<file path="src/rtl/sys_cmd_pkg.sv">
// rtl/sys_cmd_pkg.sv - shared constants and types for the command framer
// Purpose: frame header bytes, command type encodings, framer FSM states.
// Ports: none (package).
package sys_cmd_pkg;

  localparam logic [7:0] CMD_WR      = 8'hAA;
  localparam logic [7:0] CMD_RD      = 8'hBB;
  localparam logic [7:0] CMD_ALU_OP  = 8'hCC;
  localparam logic [7:0] CMD_ALU_NOP = 8'hDD;

  typedef enum logic [1:0] {
    CT_WRITE   = 2'd0,
    CT_READ    = 2'd1,
    CT_ALU_OP  = 2'd2,
    CT_ALU_NOP = 2'd3
  } cmd_type_e;

  typedef enum logic [2:0] {
    ST_IDLE = 3'd0,
    ST_HDR  = 3'd1,
    ST_B1   = 3'd2,
    ST_B2   = 3'd3,
    ST_B3   = 3'd4
  } state_e;

  // State that carries the final byte of a frame of the given type.
  function automatic state_e last_state(cmd_type_e t);
    case (t)
      CT_WRITE:  return ST_B2;
      CT_ALU_OP: return ST_B3;
      default:   return ST_B1;
    endcase
  endfunction

endpackage

</file>
<file path="src/rtl/rsp_credit_cnt.sv">
// rtl/rsp_credit_cnt.sv - outstanding-response counter with underflow flag
// Purpose: counts response-producing frames in flight.
// Ports:
//   clk_i, rst_i     clock, synchronous active-high reset
//   inc_i            a response-producing frame finished sending
//   dec_i            one response fully received
//   count_o          frames in flight
//   full_o           count_o has reached MAX_OUTSTANDING
//   err_o            sticky: dec_i arrived with nothing outstanding
module rsp_credit_cnt #(
  parameter int MAX_OUTSTANDING = 4
) (
  input  logic       clk_i,
  input  logic       rst_i,
  input  logic       inc_i,
  input  logic       dec_i,
  output logic [3:0] count_o,
  output logic       full_o,
  output logic       err_o
);

  logic [3:0] count_q, count_d;
  logic       err_q, err_d;

  always_comb begin
    count_d = count_q;
    err_d   = err_q;
    // Simultaneous inc and dec cancel out, so only the one-sided cases move.
    if (inc_i && !dec_i) begin
      count_d = count_q + 4'd1;
    end else if (dec_i && !inc_i) begin
      if (count_q == 4'd0) begin
        err_d = 1'b1;
      end else begin
        count_d = count_q - 4'd1;
      end
    end
  end

  always_ff @(posedge clk_i) begin
    if (rst_i) begin
      count_q <= 4'd0;
      err_q   <= 1'b0;
    end else begin
      count_q <= count_d;
      err_q   <= err_d;
    end
  end

  assign count_o = count_q;
  assign full_o  = (count_q >= 4'(MAX_OUTSTANDING));
  assign err_o   = err_q;

endmodule

</file>
<file path="src/rtl/sys_cmd_framer.sv">
// rtl/sys_cmd_framer.sv - serialises host commands into controller byte frames
// Purpose: accepts one command per handshake, emits its byte frame to the
//          UART transmitter and tracks response credit.
// Ports:
//   CLK, RST                         clock, synchronous active-high reset
//   cmd_valid/cmd_ready              command handshake
//   cmd_type/addr/data/op_b/fun      command fields, latched on accept
//   byte_data/byte_valid/byte_ready  byte stream to the transmitter
//   rsp_done                         one response received
//   outstanding, rsp_err             credit count and underflow flag
module sys_cmd_framer
  import sys_cmd_pkg::*;
#(
  parameter int BUS_WIDTH       = 8,
  parameter int Reg_Addr        = 4,
  parameter int ALU_FUN         = 4,
  parameter int MAX_OUTSTANDING = 4
) (
  input  logic                 CLK,
  input  logic                 RST,
  input  logic                 cmd_valid,
  output logic                 cmd_ready,
  input  logic [1:0]           cmd_type,
  input  logic [Reg_Addr-1:0]  cmd_addr,
  input  logic [BUS_WIDTH-1:0] cmd_data,
  input  logic [BUS_WIDTH-1:0] cmd_op_b,
  input  logic [ALU_FUN-1:0]   cmd_fun,
  output logic [BUS_WIDTH-1:0] byte_data,
  output logic                 byte_valid,
  input  logic                 byte_ready,
  input  logic                 rsp_done,
  output logic [3:0]           outstanding,
  output logic                 rsp_err
);

  state_e               state_q, state_d;
  cmd_type_e            type_q;
  logic [Reg_Addr-1:0]  addr_q;
  logic [BUS_WIDTH-1:0] data_q, opb_q;
  logic [ALU_FUN-1:0]   fun_q;

  logic accept, hs, last_hs, inc, full;

  assign cmd_ready = (state_q == ST_IDLE) && !full;
  assign accept    = cmd_valid && cmd_ready;
  assign hs        = byte_valid && byte_ready;
  assign last_hs   = hs && (state_q == last_state(type_q));
  assign inc       = last_hs && (type_q != CT_WRITE);

  // State register and command field latch.
  always_ff @(posedge CLK) begin
    if (RST) begin
      state_q <= ST_IDLE;
      type_q  <= CT_WRITE;
      addr_q  <= '0;
      data_q  <= '0;
      opb_q   <= '0;
      fun_q   <= '0;
    end else begin
      state_q <= state_d;
      if (accept) begin
        type_q <= cmd_type_e'(cmd_type);
        addr_q <= cmd_addr;
        data_q <= cmd_data;
        opb_q  <= cmd_op_b;
        fun_q  <= cmd_fun;
      end
    end
  end

  // Next state: every move past HDR waits on a byte handshake.
  always_comb begin
    state_d = state_q;
    case (state_q)
      ST_IDLE: if (accept) state_d = ST_HDR;
      ST_HDR:  if (hs) state_d = ST_B1;
      ST_B1:   if (hs) state_d = last_hs ? ST_IDLE : ST_B2;
      ST_B2:   if (hs) state_d = last_hs ? ST_IDLE : ST_B3;
      ST_B3:   if (hs) state_d = ST_IDLE;
      default: state_d = ST_IDLE;
    endcase
  end

  // Byte mux: driven purely from registered state, so data holds through stalls.
  always_comb begin
    byte_valid = 1'b0;
    byte_data  = '0;
    case (state_q)
      ST_HDR: begin
        byte_valid = 1'b1;
        case (type_q)
          CT_WRITE:  byte_data = BUS_WIDTH'(CMD_WR);
          CT_READ:   byte_data = BUS_WIDTH'(CMD_RD);
          CT_ALU_OP: byte_data = BUS_WIDTH'(CMD_ALU_OP);
          default:   byte_data = BUS_WIDTH'(CMD_ALU_NOP);
        endcase
      end
      ST_B1: begin
        byte_valid = 1'b1;
        case (type_q)
          CT_ALU_OP:  byte_data = data_q;
          CT_ALU_NOP: byte_data = BUS_WIDTH'(fun_q);
          default:    byte_data = BUS_WIDTH'(addr_q);
        endcase
      end
      ST_B2: begin
        byte_valid = 1'b1;
        byte_data  = (type_q == CT_ALU_OP) ? opb_q : data_q;
      end
      ST_B3: begin
        byte_valid = 1'b1;
        byte_data  = BUS_WIDTH'(fun_q);
      end
      default: begin
        byte_valid = 1'b0;
        byte_data  = '0;
      end
    endcase
  end

  rsp_credit_cnt #(
    .MAX_OUTSTANDING(MAX_OUTSTANDING)
  ) u_credit (
    .clk_i  (CLK),
    .rst_i  (RST),
    .inc_i  (inc),
    .dec_i  (rsp_done),
    .count_o(outstanding),
    .full_o (full),
    .err_o  (rsp_err)
  );

endmodule

</file>
<file path="config.mk">
export PLATFORM = sky130hd
export DESIGN_NAME = sys_cmd_framer
export DESIGN_NICKNAME = d
export VERILOG_FILES = /design/src/rtl/sys_cmd_pkg.sv /design/src/rtl/rsp_credit_cnt.sv /design/src/rtl/sys_cmd_framer.sv
export SDC_FILE = /design/constraint.sdc
export NUM_CORES = 1
export LEC_CHECK = 0
export BUFFER_PORTS_ARGS = -buffer_cell sky130_fd_sc_hd__buf_2
export CAP_MARGIN = 5
export CORE_UTILIZATION = 50
export CTS_BUF_LIST = sky130_fd_sc_hd__clkbuf_4 sky130_fd_sc_hd__clkbuf_8
export DETAILED_ROUTE_END_ITERATION = 10
export GPL_TIMING_DRIVEN = 0
export PLACE_DENSITY = 0.8
export RECOVER_POWER = 50
export SLEW_MARGIN = 30
export SYNTH_ARGS = -nofsm -noshare
export SYNTH_HDL_FRONTEND = slang
export SYNTH_SLANG_ARGS = --single-unit
export TNS_END_PERCENT = 30
</file>
<file path="constraint.sdc">
create_clock -name CLK -period 2.3 [get_ports CLK]
set_input_delay 0.345 -clock CLK [delete_from_list [all_inputs] [get_ports CLK]]
set_output_delay 0.345 -clock CLK [all_outputs]
set_load 0.02 [all_outputs]
</file>
# After elaboration in Yosys (flattened, before gate mapping)
# Index checks and enable logic that the tools add are counted.
dict set report totals {
  reg_bits 34
  in_bits 31
}
dict set report classes {
  n_reduce_logical 19
  n_lt_le_gt_ge 1
  bitwise 1
  n_eq_ne 14
  add_sub_neg 2
  n_mux 17
}
# operator n
set ops {}
lappend ops {{$pmux W8 S4} 1}
lappend ops {{$pmux W7 S3} 1}
lappend ops {{$mux W3} 6}
lappend ops {{$pmux W8 S2} 1}
lappend ops {{$pmux W3 S5} 1}
lappend ops {{$mux W4} 3}
lappend ops {{$ne A2 B2 Y1 const B} 5}
lappend ops {{$mux W8} 1}
lappend ops {{$logic_and A1 B1 Y1} 7}
lappend ops {{$eq A3 B2 Y1 const B} 2}
lappend ops {{$pmux W3 S2} 1}
lappend ops {{$reduce_and A5 Y1} 1}
lappend ops {{$add A4 B1 Y4 const B} 1}
lappend ops {{$eq A2 B2 Y1 const B} 2}
lappend ops {{$ge A4 B3 Y1 const B} 1}
lappend ops {{$logic_not A4 Y1} 1}
lappend ops {{$reduce_bool A2 Y1} 2}
lappend ops {{$reduce_or A4 Y1} 1}
lappend ops {{$sub A4 B1 Y4 const B} 1}
lappend ops {{$eq A3 B1 Y1 const B} 1}
lappend ops {{$eq A3 B3 Y1} 1}
lappend ops {{$eq A3 B3 Y1 const B} 1}
lappend ops {{$logic_not A1 Y1} 3}
lappend ops {{$logic_not A3 Y1} 1}
lappend ops {{8 further kinds} 8}

# Longest topological paths before layout
dict set report depth {
  ltp_word 10
  depth_mapped 13
}

# Cells and area by module
# Synthesis repeated with hierarchy kept, for this count alone.
dict set report hier_totals {
  cells_unflattened 242
  area_unflattened_um2 1870.5
}
# mod area_each_um2 n_inst cells_per_inst seq_area_each_um2
set by_module_without_submodules {}
lappend by_module_without_submodules {sys_cmd_framer 1551.5 1 208 580.6}
lappend by_module_without_submodules {rsp_credit_cnt 319.1 1 34 100.1}

# Worst setup path before layout
# OpenSTA, ideal clock, no wires.
dict set report synth_path {
  kind {reg2reg}
  startpoint {reg state_q[2]}
  endpoint {reg u_credit.count_q[3], in the netlist u_credit.count_o[3]}
  synth_period_minus_slack_ns 2.294
  arrival_time_ns 2.173
  path_slack_ns 0.006
  path_stages_with_launch 14
  cell_sequence {dfxtp_1 -> buf_2 -> nor2b_1 -> nand2_1 -> o21ai_0 -> nand3b_1 -> inv_1 -> ha_1 -> inv_1 -> ha_1 -> a21oi_1 -> a2111oi_0 -> a311oi_1 -> nand2_1}
}
dict set report synth_between {
  elab_chain_cells 10
  elab_cells_between_ends 17
}
# item line_no
set synth_lines {}
lappend synth_lines {{from (decl)} sys_cmd_framer.sv:36} ;# state_e state_q, state_d;
lappend synth_lines {{from (signal assigned)} sys_cmd_framer.sv:60} ;# state_q <= state_d;
lappend synth_lines {{$eq A3 B2 Y1, or another cell as far along} sys_cmd_framer.sv:88} ;# case (state_q)
lappend synth_lines {{$reduce_or A4 Y1 (no source line)} n/a}
lappend synth_lines {{$mux W1} sys_cmd_framer.sv:88}
lappend synth_lines {{$logic_and A1 B1 Y1} sys_cmd_framer.sv:46} ;# assign hs = byte_valid && byte_ready;
lappend synth_lines {{$logic_and A1 B1 Y1 (*)} sys_cmd_framer.sv:47} ;# assign last_hs = hs && (state_q == last_state(type_q));
lappend synth_lines {{$logic_and A1 B1 Y1 (*)} sys_cmd_framer.sv:48} ;# assign inc = last_hs && (type_q != CT_WRITE);
lappend synth_lines {{$logic_not A1 Y1} rsp_credit_cnt.sv:31} ;# end else if (dec_i && !inc_i) begin
lappend synth_lines {{$logic_and A1 B1 Y1} rsp_credit_cnt.sv:31}
lappend synth_lines {{$reduce_bool A2 Y1 (no source line)} n/a}
lappend synth_lines {{$reduce_and A2 Y1 (no source line)} n/a}
lappend synth_lines {{to (signal assigned)} rsp_credit_cnt.sv:45} ;# count_q <= count_d;
lappend synth_lines {{to (decl)} rsp_credit_cnt.sv:22} ;# logic [3:0] count_q, count_d;
# Mark *: on every way between the ends. The rest lies on a longest branch, timed or not.
# A chain may end at the register's enable or synchronous reset.

# Final worst setup path
dict set report layout_path {
  startpoint {reg state_q[0]}
  endpoint {reg u_credit.count_q[3], in the netlist u_credit.count_o[3]}
}
# The elaborated chain is that of the path after synthesis.

==> results.md <==
* Synth Instances at 248
* Worst ir drop on vdd at around 650 µV
* RSZ-0062 raised after global routing: yes
* Dpl cell area at ~2300 µm²
* Port bufs at 45
* Filler cell count in the final layout at ~300
* Die X-Extent at 65.6 µm
* Via count at 1,898
* Vias in the first global route at 1,730
* Root Buffer: clkbuf_8
* Register share of total power at 0.289
* DRC Markers at 0
* Mapped Nets at ~280
* Slowest-stage cell, CP: dfxtp_1
* Ports at 46
* Cell mode on critical path: ha_4
* Endpoints failing setup at 0
* Clock Latency Late Sink at about 0.29 ns
* Hpwl dp at around 3.4 mm
* PwrDens at between 1000 and 1500 nW/µm²
* Gate power share at 0.571
* Post-CTS Hold Fix Bufs at 0
* Final worst-path cycle share at 0.970
* Flops & latches, synth at 34
* Crit path max fanout at 19
* CTS max path bufs at 2
* CP Capture Type: flop
* Register area share after synthesis at 0.336
* Number of flops mapped to enable cells by yosys at 0
* WHS at 0.279 ns
* DR WL/cell at 13.6 µm
* Vias/cell at about 5.4
* Netlist cell types at between 40 and 50
* Clock transition at path regs at 0.07 ns
* Hold Path Class: input port to flop
* Mapped Area at 2020 µm²
* DRT Wirelength at between 4 and 5 mm
* Global-route wire length before repair at 7.71 mm
* Area grow syn2layout at 27.3%
* Slew Limit Headroom at 0.588
* Drt pass-1 iters at 5
* Startpoint types: flop
* Crit path cell chain: clkbuf_4, nand3b_1, inv_2, ha_4, inv_4, ha_4, a21oi_4, a2111oi_4, a311oi_2, nand2_1
* Diode count at 0
* CORE AREA at 3770 µm²
* Pwr Total at 3270 µW
* Sink Count at 34
* Hold Vio Cnt, Final at 0
* Leak at 0.000999 µW
* Gr usage total at 0.237
* Clock share of power at 0.140
* Hold path start: cmd_type[0]
* NetSw at roughly 1500 µW
* Crit path from: state_q[0]$_SDFFE_PP0P_
* Final ANT Viol Nets at 0
* Mean Syn Cell Area at ~8 µm²
* Initial Utilization at 0.536
* Core Rows at 22
* Setup TNS Final at 0 ns
* CP Class: flop to flop
* YS warnings at 0
* Full die area at 4300 µm²
* Largest net degree at the start of global routing at 20
* Number of DRC markers in iteration 0 at 60
* Placer Congestion at 0.861
* Final nets at 338
* Crit path DAT at 2.41 ns
* Die Ht at about 66 µm
* Grt ovf at 0
* Top FF cell, synth: dfxtp_1
* Fin crit period at 2.23 ns
* Reg-to-Reg Start: state_q[0]$_SDFFE_PP0P_
* Antenna violations before repair at 0
* Critical Path RT at 2.48 ns
* Final instance area at 2570 µm²
* Fmax at 448 MHz
* Worst Skew at 0.00543 ns
* CTS tree: built
* CTS Buf Count at 5
* Share of layout cells above drive strength 1 at 0.389
* CP peak stage delay at 0.42 ns
* Sw Ratio at 0.447
* Int Pwr at approximately 1800 µW
* Ys async rst share at 0
* Worst Max-Slew Pin Slew at 0.619 ns
* Max cap viols at 0
* Status: finished clean
* Depth of the CTS H-tree at 2
* Final Max Slew Viols at 0
==> layout by cell type (no fill, tap or decap), types with 3 or more instances in the layout <==
cell type,n
dfxtp_1,32
a211oi_1,5
buf_6,4
a21oi_2,20
mux2i_1,9
nor2b_1,4
a22oi_1,4
a31oi_1,4
buf_2,48
inv_1,7
nand2b_1,3
a21oi_1,16
o22ai_1,4
nand2_2,7
nor3_1,3
buf_4,4
nand2_1,51
ha_4,3
clkbuf_1,5
clkbuf_8,6
nor2_1,12
==> state kept, by name (all words and copies together) (netlist names) <==
signal	flops
data_q	8
opb_q	8
addr_q	4
fun_q	4
u_credit.count_o	4
state_q	3
type_q	2
u_credit.err_o	1
==> power groups by stage <==
stage / sequential, µW / combinational (µW) / clock, µW
finish: 944 / 1860 / 459
global route: 964 / 2050 / 502
CTS: 925 / 1750 / 473
detailed placement: 928 / 1690 / 0
global placement: 922 / 1670 / 0
floorplan: 929 / 1290 / 0
==> per-stage QoR <==
stage,cells,utilization,setup slack [ns]
after floorplan,248,-,0.00628
after global placement,341,0.612,-0.265
after detailed placement,341,0.612,-0.332
after CTS,349,0.653,0.0140
after global routing,351,0.683,-0.0419
final,351,0.683,0.0682
==> metal layers <==
metal | track usage | routed length, µm
met5 | 0 | 0
met4 | 0.0707 | 42
met3 | 0.0608 | 206
met2 | 0.407 | 2430
met1 | 0.287 | 2100
==> worst max-delay path: cells and delay by family (launching register included) <==
kind	cells	cell delay (ns)
compound gates	3	0.60
fa+ha+maj	2	0.40
buf+inv	3	0.45
flops	1	0.42
simple gates	2	0.25
==> synth_stat cells (all sizes together), types with 3 or more instances <==
| library cell | count | area (µm²) |
|---|---|---|
| nand2 | 58 | 235 |
| a21oi | 37 | 260 |
| dfxtp | 34 | 681 |
| buf | 13 | 105 |
| nor2 | 13 | 51.3 |
| inv | 9 | 33.8 |
| mux2i | 9 | 90.1 |
| nor2b | 7 | 43.8 |
| a211oi | 5 | 37.5 |
| clkbuf | 5 | 20.0 |
| a22oi | 4 | 30.0 |
| a31oi | 4 | 25.0 |
| ha | 4 | 50.1 |
| mux2 | 4 | 45.0 |
| nand2b | 4 | 25.0 |
| nor3 | 4 | 25.0 |
| o21ai | 4 | 20.0 |
| o22ai | 4 | 25.0 |
| nand3 | 3 | 20.0 |
==> final timing paths <==
| kind | to | slack (ns) | depth (start not counted) |
|---|---|---|---|
| setup / recovery | u_credit.count_o[3]$_SDFFE_PP0P_ | 0.07 | 10 |
| hold / removal | type_q[0]$_SDFFE_PP0P_ | 0.28 | 3 |
| setup reg to reg | u_credit.count_o[3]$_SDFFE_PP0P_ | 0.07 | 10 |
| hold reg to reg | addr_q[2]$_SDFFE_PP0P_ | 0.47 | 2 |
==> repair_timing <==
action | CTS | global route
pin swaps | 1 | 6
gates resized for setup | 16 | 20
buffers inserted | 1 | 2
cloned | 0 | 0
hold endpoints to repair | 0 | 0
setup endpoints to repair | 1 | 3
==> layout make-up <==
cell class / count / area [µm²] / area share
multi-input cells: 187 / 1310 / 0.510
well taps: 48 / 60.1 / 0.0233
flip-flops and latches: 34 / 686 / 0.266
inverters: 9 / 36.3 / 0.0141
plain buffers: 17 / 138 / 0.0534
clock inverters: 2 / 12.5 / 0.00486
repair buffers: 48 / 246 / 0.0957
clock buffers: 6 / 82.6 / 0.0321
==> kinds of logic after synthesis <==
family                     after synthesis  synth area share
AOI/OAI and AO/OA                       69             0.244
and+or+nand+nor                         98             0.231
adders and majority gates                5            0.0346
xor gates and xnor gates                 2           0.00866
DFF                                     34             0.336
buffers and inverters                   27            0.0785
muxes                                   13            0.0668
Power figures use the tool's default switching activity.
